<file path="src/rtl/spi_reg_access_if.sv">
// Bus bundle for the SPI register-access controller: command, response and
// byte-stream SPI master signals grouped in one interface.
//
// Handshake rules: a transfer on cmd_* or spi_tx_* happens on a rising clk
// edge where both valid and ready are 1. Once raised, valid stays high and
// its payload stays stable until that edge. rsp_valid and spi_rx_valid are
// one-cycle strobes with no backpressure.
interface spi_reg_access_if;
  logic        cmd_valid;
  logic        cmd_ready;
  logic        cmd_rw;
  logic [14:0] cmd_addr;
  logic [7:0]  cmd_wdata;
  logic        rsp_valid;
  logic [7:0]  rsp_rdata;
  logic        rsp_err;
  logic        busy;
  logic [7:0]  spi_tx_data;
  logic        spi_tx_valid;
  logic        spi_tx_ready;
  logic [7:0]  spi_rx_data;
  logic        spi_rx_valid;

  // Controller side
  modport slave (
    input  cmd_valid, cmd_rw, cmd_addr, cmd_wdata,
    input  spi_tx_ready, spi_rx_data, spi_rx_valid,
    output cmd_ready, rsp_valid, rsp_rdata, rsp_err, busy,
    output spi_tx_data, spi_tx_valid
  );

  // Client / SPI-master side
  modport master (
    output cmd_valid, cmd_rw, cmd_addr, cmd_wdata,
    output spi_tx_ready, spi_rx_data, spi_rx_valid,
    input  cmd_ready, rsp_valid, rsp_rdata, rsp_err, busy,
    input  spi_tx_data, spi_tx_valid
  );
endinterface

</file>
<file path="src/rtl/spi_reg_access.sv">
// Register-access controller: turns one read/write command into a 3-byte
// frame on the SPI master's TX byte stream, counts the returned RX bytes and
// reports completion, read data or a timeout. TIMEOUT_CYCLES must be >= 2.
module spi_reg_access #(
  parameter int unsigned TIMEOUT_CYCLES = 4096
) (
  input  logic             clk,
  input  logic             rst,
  spi_reg_access_if.slave  bus,
  output logic [1:0]       o_dbg_state
);
  localparam int unsigned TW = $clog2(TIMEOUT_CYCLES + 1);

  localparam logic [1:0] S_IDLE = 2'd0;
  localparam logic [1:0] S_SEND = 2'd1;
  localparam logic [1:0] S_WAIT = 2'd2;
  localparam logic [1:0] S_RESP = 2'd3;

  logic [1:0]    r_state;
  logic [7:0]    r_b0, r_b1, r_b2;
  logic          r_rw;
  logic [1:0]    r_tx_idx;
  logic [1:0]    r_rx_cnt;
  logic [TW-1:0] r_tmo;
  logic          r_cmd_ready;
  logic          r_rsp_valid;
  logic [7:0]    r_rsp_rdata;
  logic          r_rsp_err;
  logic          r_busy;
  logic          r_tx_valid;
  logic [7:0]    r_tx_data;

  logic [TW-1:0] w_tmo_next;
  logic          w_tmo_hit;
  logic          w_done;
  logic          w_tx_fire;
  logic [7:0]    w_next_byte;

  assign w_tmo_next  = r_tmo + 1'b1;
  assign w_tmo_hit   = (w_tmo_next == TW'(TIMEOUT_CYCLES));
  // Third RX byte of the frame completes the transfer.
  assign w_done      = bus.spi_rx_valid && (r_rx_cnt == 2'd2);
  assign w_tx_fire   = r_tx_valid && bus.spi_tx_ready;
  assign w_next_byte = (r_tx_idx == 2'd0) ? r_b1 : r_b2;

  // Transaction sequencer; every output is a register updated here.
  always_ff @(posedge clk) begin
    if (rst) begin
      r_state     <= S_IDLE;
      r_b0        <= '0;
      r_b1        <= '0;
      r_b2        <= '0;
      r_rw        <= 1'b0;
      r_tx_idx    <= '0;
      r_rx_cnt    <= '0;
      r_tmo       <= '0;
      r_cmd_ready <= 1'b0;
      r_rsp_valid <= 1'b0;
      r_rsp_rdata <= '0;
      r_rsp_err   <= 1'b0;
      r_busy      <= 1'b0;
      r_tx_valid  <= 1'b0;
      r_tx_data   <= '0;
    end else begin
      case (r_state)
        S_IDLE: begin
          r_cmd_ready <= 1'b1;
          if (bus.cmd_valid && r_cmd_ready) begin
            r_b0        <= {bus.cmd_rw, bus.cmd_addr[14:8]};
            r_b1        <= bus.cmd_addr[7:0];
            r_b2        <= bus.cmd_rw ? 8'h00 : bus.cmd_wdata;
            r_rw        <= bus.cmd_rw;
            r_tx_idx    <= '0;
            r_rx_cnt    <= '0;
            r_tmo       <= '0;
            r_cmd_ready <= 1'b0;
            r_busy      <= 1'b1;
            r_tx_valid  <= 1'b1;
            r_tx_data   <= {bus.cmd_rw, bus.cmd_addr[14:8]};
            r_state     <= S_SEND;
          end
        end
        S_SEND, S_WAIT: begin
          r_tmo <= w_tmo_next;
          // RX bytes may overlap pending TX bytes, so they are counted separately.
          if (bus.spi_rx_valid) r_rx_cnt <= r_rx_cnt + 2'd1;
          if (w_done) begin
            r_tx_valid  <= 1'b0;
            r_rsp_valid <= 1'b1;
            r_rsp_rdata <= r_rw ? bus.spi_rx_data : 8'h00;
            r_rsp_err   <= 1'b0;
            r_state     <= S_RESP;
          end else if (w_tmo_hit) begin
            r_tx_valid  <= 1'b0;
            r_rsp_valid <= 1'b1;
            r_rsp_rdata <= 8'h00;
            r_rsp_err   <= 1'b1;
            r_state     <= S_RESP;
          end else if ((r_state == S_SEND) && w_tx_fire) begin
            if (r_tx_idx == 2'd2) begin
              r_tx_valid <= 1'b0;
              r_state    <= S_WAIT;
            end else begin
              r_tx_idx  <= r_tx_idx + 2'd1;
              r_tx_data <= w_next_byte;
            end
          end
        end
        S_RESP: begin
          r_rsp_valid <= 1'b0;
          r_busy      <= 1'b0;
          r_cmd_ready <= 1'b1;
          r_state     <= S_IDLE;
        end
        default: begin
          r_rsp_valid <= 1'b0;
          r_busy      <= 1'b0;
          r_tx_valid  <= 1'b0;
          r_cmd_ready <= 1'b0;
          r_state     <= S_IDLE;
        end
      endcase
    end
  end

  assign bus.cmd_ready    = r_cmd_ready;
  assign bus.rsp_valid    = r_rsp_valid;
  assign bus.rsp_rdata    = r_rsp_rdata;
  assign bus.rsp_err      = r_rsp_err;
  assign bus.busy         = r_busy;
  assign bus.spi_tx_valid = r_tx_valid;
  assign bus.spi_tx_data  = r_tx_data;
  assign o_dbg_state      = r_state;
endmodule
</file>
<file path="src/flat_wrapper.sv">
// flat-port wrapper written by rule: the top's interface ports become plain ports
module spi_reg_access_flat 
#(
  parameter int unsigned TIMEOUT_CYCLES = 4096
)
  (clk, rst, o_dbg_state, bus_cmd_valid, bus_cmd_rw, bus_cmd_addr, bus_cmd_wdata, bus_spi_tx_ready, bus_spi_rx_data, bus_spi_rx_valid, bus_cmd_ready, bus_rsp_valid, bus_rsp_rdata, bus_rsp_err, bus_busy, bus_spi_tx_data, bus_spi_tx_valid);
  spi_reg_access_if bus_i ();
  input  logic clk;
  input  logic rst;
  output logic [1:0] o_dbg_state;
  input wire logic [$bits(bus_i.cmd_valid)-1:0] bus_cmd_valid;
  input wire logic [$bits(bus_i.cmd_rw)-1:0] bus_cmd_rw;
  input wire logic [$bits(bus_i.cmd_addr)-1:0] bus_cmd_addr;
  input wire logic [$bits(bus_i.cmd_wdata)-1:0] bus_cmd_wdata;
  input wire logic [$bits(bus_i.spi_tx_ready)-1:0] bus_spi_tx_ready;
  input wire logic [$bits(bus_i.spi_rx_data)-1:0] bus_spi_rx_data;
  input wire logic [$bits(bus_i.spi_rx_valid)-1:0] bus_spi_rx_valid;
  output wire logic [$bits(bus_i.cmd_ready)-1:0] bus_cmd_ready;
  output wire logic [$bits(bus_i.rsp_valid)-1:0] bus_rsp_valid;
  output wire logic [$bits(bus_i.rsp_rdata)-1:0] bus_rsp_rdata;
  output wire logic [$bits(bus_i.rsp_err)-1:0] bus_rsp_err;
  output wire logic [$bits(bus_i.busy)-1:0] bus_busy;
  output wire logic [$bits(bus_i.spi_tx_data)-1:0] bus_spi_tx_data;
  output wire logic [$bits(bus_i.spi_tx_valid)-1:0] bus_spi_tx_valid;
  assign bus_i.cmd_valid = bus_cmd_valid;
  assign bus_i.cmd_rw = bus_cmd_rw;
  assign bus_i.cmd_addr = bus_cmd_addr;
  assign bus_i.cmd_wdata = bus_cmd_wdata;
  assign bus_i.spi_tx_ready = bus_spi_tx_ready;
  assign bus_i.spi_rx_data = bus_spi_rx_data;
  assign bus_i.spi_rx_valid = bus_spi_rx_valid;
  assign bus_cmd_ready = bus_i.cmd_ready;
  assign bus_rsp_valid = bus_i.rsp_valid;
  assign bus_rsp_rdata = bus_i.rsp_rdata;
  assign bus_rsp_err = bus_i.rsp_err;
  assign bus_busy = bus_i.busy;
  assign bus_spi_tx_data = bus_i.spi_tx_data;
  assign bus_spi_tx_valid = bus_i.spi_tx_valid;
  spi_reg_access #(.TIMEOUT_CYCLES(TIMEOUT_CYCLES)) u_core (.clk(clk), .rst(rst), .bus(bus_i), .o_dbg_state(o_dbg_state));
endmodule
</file>
<file path="config.mk">
export PLATFORM = sky130hd
export DESIGN_NAME = spi_reg_access_flat
export DESIGN_NICKNAME = d
export VERILOG_FILES = /design/src/rtl/spi_reg_access_if.sv /design/src/rtl/spi_reg_access.sv /design/src/flat_wrapper.sv
export SDC_FILE = /design/constraint.sdc
export NUM_CORES = 1
export LEC_CHECK = 0
export ABC_CLOCK_PERIOD_IN_PS = 2400
export CAP_MARGIN = 20
export CORE_MARGIN = 2
export CORE_UTILIZATION = 43
export CTS_CLUSTER_DIAMETER = 120
export CTS_CLUSTER_SIZE = 40
export DETAILED_ROUTE_END_ITERATION = 6
export PLACE_DENSITY_LB_ADDON = 0.2
export SLEW_MARGIN = 10
export SYNTH_ARGS = -nofsm -noshare
export SYNTH_HDL_FRONTEND = slang
export SYNTH_SLANG_ARGS = --single-unit
</file>
<file path="constraint.sdc">
create_clock -name clk -period 2.4 [get_ports clk]
set_clock_uncertainty 0.2 [all_clocks]
set_input_delay 0.36 -clock clk [delete_from_list [all_inputs] [get_ports clk]]
set_output_delay 0.36 -clock clk [all_outputs]
set_load 0.02 [all_outputs]
</file>
==> flow_summary.toml, run 1 <==
[outcome]
status = "complete, but fails checks"
failed_checks = "DRC, setup timing"

[route]
drt_iter0_drc = 114
drc = 2
wl_per_cell_um = 14.1
drt_first_pass_iters = 7
via_count = 2850
wl_mm = 7.41
ant_nets = 0
via_per_inst = 5.41

[floorplan]
core-area_sq_um = 6420
pin_count = 60
die_w_um = 85.9
row_count = 29
die_area_sq_um = 7380
die_h_um = 85.9
start_util_pct = 44.9

[timing]
hold_violations = 0
hold_ws_ns = 0.255
max-slew-margin-rel_pct = 60.1
slew_viol_final = 0
rsz0062_at_grt = "true"
fin_ws_ns = -0.0202
worst_pin_slew_ns = 0.592
fmax_mhz = 413
setup_viol = 18
period_needed_ns = 2.42
period_share_pct = 101

[cts]
clock_sinks = 57
cts-root-buf = "clkbuf_8"
cts_tree = "built"
h-tree-depth = 3
clkTransAtPathRegs_ns = 0.07
cts_buffer_depth = 2
cts_hold_buffers = 0
cts_made_buffers = 9
clk_latency_ns = 0.34

[layout]
final_cells = 527
final_nets = 492
area_growth_pct = 44.1
finish.utilization_pct = 64.7
fillCellCount = 579
antennaDiodeCount = 0
layout-drive-gt1-share_pct = 20.7

[power_and_ir_drop]
seqPwrFrac_pct = 33.4
cell_internal_pwr_w = 0.00223
p_total_w = 0.00360
power_density_nw_per_um2 = 866
switchingPower_w = 0.00137
combPwrFrac_pct = 42.1
pwr-share-clk_pct = 24.6
swShare_pct = 38.0
ir_drop_mv = 0.492
power.leakage_nw = 1.61

[worst_setup_path]
critPathLaunchType = "register"
critPathRequiredTime_ns = 2.41
path_max_fanout = 9
endpoint_kind = "register"
path_class = "reg -> reg"
cp.arrival_ns = 2.43

[worst_hold_path]
hp-class = "reg -> reg"

[grt]
overflow = 0
grt_max_degree = 44
grt_pass1_wl_mm = 12.0
grt_pass1_vias = 2695
antenna_found_initial = 0
grt_use_total_pct = 20.4

[logic_synthesis]
yosysTopAreaCell = "dfxtp_1"
synthTopCellsByArea = "dfxtp_1 40%, nand2_1 7.0%, a21oi_1 6.4%"
ys_types = 52
yosysMostFrequentCell = "dfxtp_1"
synth_edf_count = 0
synthCells = 350
synth.net_count = 397
synth_commonest_cells = "57 x dfxtp_1, 54 x nand2_1, 37 x a21oi_1"
syn_area_sq_um = 2880
yosysWarnings = 0
synth.avg_cell_area_sq_um = 8.24
async_flop_share_pct = 0
yosysTopAreaCellShare_pct = 39.6
seq_area_frac_synth_pct = 39.6
synthFlopType = "dfxtp_1"
ys_ff_latch = 57

[flow_run]
drv_cap = 0

[placed_design]
port_buffers = 59
place.gp.congestion = 0.801
hpwlAfterDp_mm = 5.10
dp.cells = 498
## stage by stage
stage	setup WS, ns	instance area, sq um	TNS (ns)
5_1_grt	-0.128	4160	-1.64
3_3_place_gp	-0.0456	3780	-0.326
2_1_floorplan	0.00941	2920	0
3_5_place_dp	-0.0799	3780	-0.705
6_report	-0.0202	4160	-0.153
4_1_cts	-0.00633	4130	-0.0119
## path summary, 6_finish.rpt
| kind | slack (ns) | to | cells after the start | startpoint |
|---|---|---|---|---|
| max reg2reg | -0.02 | u_core.bus.spi_tx_data[3] | 8 | u_core.r_tmo[4] |
| max | -0.02 | u_core.bus.spi_tx_data[3] | 8 | u_core.r_tmo[4] |
| min reg2reg | 0.25 | u_core.r_b2[7] | 2 | u_core.r_b2[7] |
| min | 0.25 | u_core.r_b2[7] | 2 | u_core.r_b2[7] |
## registers in the layout, summed over array words and instances (netlist names), 2 cells and up
| signal | flops |
|---|---|
| u_core.bus.rsp_rdata | 8 |
| u_core.r_tmo | 13 |
| u_core.r_tx_idx | 2 |
| u_core.r_rx_cnt | 2 |
| u_core.r_b2 | 8 |
| u_core.r_b1 | 8 |
| u_core.bus.spi_tx_data | 8 |
| u_core.o_dbg_state | 2 |
## cell usage in the layout (no fill, tap or decap), drive strengths merged, types with 5 or more instances in the layout
master	n
clkdlybuf4s50	59
dfxtp	57
a21oi	37
nand3b	8
inv	14
or3	5
o21ai	17
nor3	10
buf	51
a22o	8
nand4	7
mux2i	10
a22oi	7
nor2	21
nand3	10
nand2	54
ha	10
o2111ai	8
clkbuf	10
## layout make-up
cell class	instances	area, sq um	share of cell area, %
tap	77	96.3	2.32
timing repair buffer	110	1010	24.4
sequential	57	1160	27.8
multi-input combinational	255	1650	39.7
clock inverter	6	66.3	1.60
clock buffer	10	128	3.07
inverter	12	45.0	1.08
## worst max-delay path: stages, from the launching register on
cell     delay, ns
dfxtp_1       0.42
nand4_4       0.16
or3_1         0.38
nor3b_2       0.16
a311o_2       0.32
buf_4         0.14
and4_2        0.30
o21ai_1       0.14
a21oi_1       0.08
## power groups by stage
stage	Combinational, W	Clock [W]	Sequential, W
after floorplan	0.000797	0	0.00134
after global placement	0.00146	0	0.00122
after detailed placement	0.00148	0	0.00122
after CTS	0.00150	0.000908	0.00120
after global routing	0.00165	0.000946	0.00122
final	0.00151	0.000884	0.00120
## routing by layer
metal	vias to the layer above	routed length (um)	global-route usage [%]
met5	-	0	0
met4	0	105	7.50
met3	9	369	5.58
met2	73	3730	35.0
met1	1317	3210	24.3
li1	1451	-	-
## logic make-up after synthesis
group                      synth area share, %
and+or+nand+nor                           21.2
xor gates and xnor gates                  1.22
adders and majority gates                 4.34
DFF                                       39.6
buffers and inverters                     5.69
AOI/OAI and AO/OA                         23.7
muxes                                     4.25
## repair_timing
action | in CTS | in global routing
resized for setup | 17 | 3
setup buffers | 11 | 1
cloned | 1 | 0
pin swaps | 12 | 13
setup endpoints to repair | 22 | 24
Note: power is estimated with default switching activity, not from simulation.
==> run 2: changes to the inputs <==
HOLD_SLACK_MARGIN = 0.08   (was default)
==> results of run 2 <==
No change in the layout: final DEF, timing and power equal those of run 1.
==> run 3: changes to the inputs <==
PLACE_DENSITY = 0.75   (was default)
PLACE_DENSITY_LB_ADDON = default   (was 0.2)
==> flow_summary.toml, run 3 (synthesis gave the netlist of run 1 again) <==
[timing]
rsz0062_at_grt = "true"
max-slew-margin-rel_pct = 59.2
worst_pin_slew_ns = 0.605
hold_violations = 0
setup_viol = 10
fin_ws_ns = -0.0194
fmax_mhz = 413
period_needed_ns = 2.42
period_share_pct = 101
slew_viol_final = 0

[grt]
grt_max_degree = 29
grt_pass1_vias = 2870
grt_use_total_pct = 21.6
overflow = 0
grt_pass1_wl_mm = 12.7
antenna_found_initial = 0

[power_and_ir_drop]
switchingPower_w = 0.00142
ir_drop_mv = 0.454
cell_internal_pwr_w = 0.00217
swShare_pct = 39.5
seqPwrFrac_pct = 33.8
power.leakage_nw = 1.58
p_total_w = 0.00358
power_density_nw_per_um2 = 878
pwr-share-clk_pct = 23.4
combPwrFrac_pct = 42.8

[cts]
cts_made_buffers = 9
h-tree-depth = 3
cts_buffer_depth = 2
clock_sinks = 57
cts-root-buf = "clkbuf_8"
clkTransAtPathRegs_ns = 0.07
clk_latency_ns = 0.34
cts_tree = "built"

[layout]
layout_common_cells = "59 x clkdlybuf4s50_1, 53 x nand2_1, 49 x dfxtp_1"
finish.utilization_pct = 63.5
antennaDiodeCount = 0
final_common_cell = "clkdlybuf4s50_1"
largest_reg_flops = 13
layout-drive-gt1-share_pct = 20.9
top_register = "u_core.r_tmo"
final_nets = 488
area_growth_pct = 41.5

[outcome]
status = "complete, but fails checks"
failed_checks = "setup timing"

[route]
wl_mm = 7.81
via_per_inst = 5.54
top_layer_used = "met4"
wl_met1_mm = 3.31
drt_iter0_drc = 161
drt_first_pass_iters = 5
via_count = 2900
met2_length_mm = 4.00
drc = 0
ant_nets = 0
wl_met3_um = 342
wl_per_cell_um = 14.9

[worst_setup_path]
path_class = "reg -> reg"
cp.arrival_ns = 2.49
endpoint_kind = "register"
critPathRequiredTime_ns = 2.47
critPathLaunchType = "register"
path_max_fanout = 5

[floorplan]
start_util_pct = 44.9
die_h_um = 85.9
die_area_sq_um = 7380
row_count = 29
pin_count = 60
die_w_um = 85.9
core-area_sq_um = 6420

[placed_design]
place.gp.congestion = 0.850
hpwlAfterDp_mm = 5.36
place_ws_ns = -0.0644
port_buffers = 59

[worst_hold_path]
hp-class = "reg -> reg"

[flow_run]
drv_cap = 0
-- run 3: critical path: stages, from the launching register on --
cell     delay (ns)
dfxtp_4        0.38
ha_4           0.17
inv_2          0.04
or3_1          0.32
buf_4          0.15
nor3_1         0.14
a311o_2        0.16
a32oi_2        0.11
buf_4          0.18
or3_1          0.31
a31oi_1        0.19
-- run 3: timing repair --
item	CTS	global route
setup endpoints to repair	20	22
cloned	1	1
resized for setup	8	13
pin swaps	5	4
buffers inserted	1	1
hold buffers	0	0
-- run 3: area by class of cell --
| cell class | instances | area, sq um |
|---|---|---|
| timing repair buffer | 105 | 947 |
| clock inverter | 6 | 50.0 |
| tap | 77 | 96.3 |
| clock buffer | 10 | 138 |
| inverter | 12 | 45.0 |
| fill | 544 | 2340 |
| sequential | 57 | 1160 |
| multi-input combinational | 256 | 1650 |
-- run 3: per-layer routing --
layer,vias up,GRT usage [%]
met2,75,37.1
met3,18,5.39
met5,-,0
met1,1360,25.1
met4,0,10.2
li1,1447,-
-- run 3: per-stage QoR --
step                      instance area (sq um)  hold slack (ns)  std cells  TNS (ns)
after floorplan                            2920            0.231        350         0
after global placement                     3810            0.237        503    -0.308
after detailed placement                   3810            0.244        503    -0.458
after CTS                                  4030            0.256        521    -0.234
after global routing                       4080            0.273        523     -1.72
final                                      4080            0.253        523   -0.0914
-- run 3: power by group through the flow --
stage | Combinational, W | Sequential [W] | Clock (W)
6_report | 0.00153 | 0.00121 | 0.000839
5_1_grt | 0.00167 | 0.00123 | 0.000904
4_1_cts | 0.00149 | 0.00121 | 0.000861
3_5_place_dp | 0.00148 | 0.00123 | 0
3_3_place_gp | 0.00145 | 0.00122 | 0
2_1_floorplan | 0.000797 | 0.00134 | 0
-- run 3: worst paths after layout --
kind                                           end             from  depth (start not counted)  slack (ns)
worst max-delay path            u_core.r_tx_idx[0]  u_core.r_tmo[0]                         10       -0.02
worst min register to register      u_core.r_b2[1]   u_core.r_b2[1]                          2        0.25
worst min-delay path                u_core.r_b2[1]   u_core.r_b2[1]                          2        0.25
worst max register to register  u_core.r_tx_idx[0]  u_core.r_tmo[0]                         10       -0.02
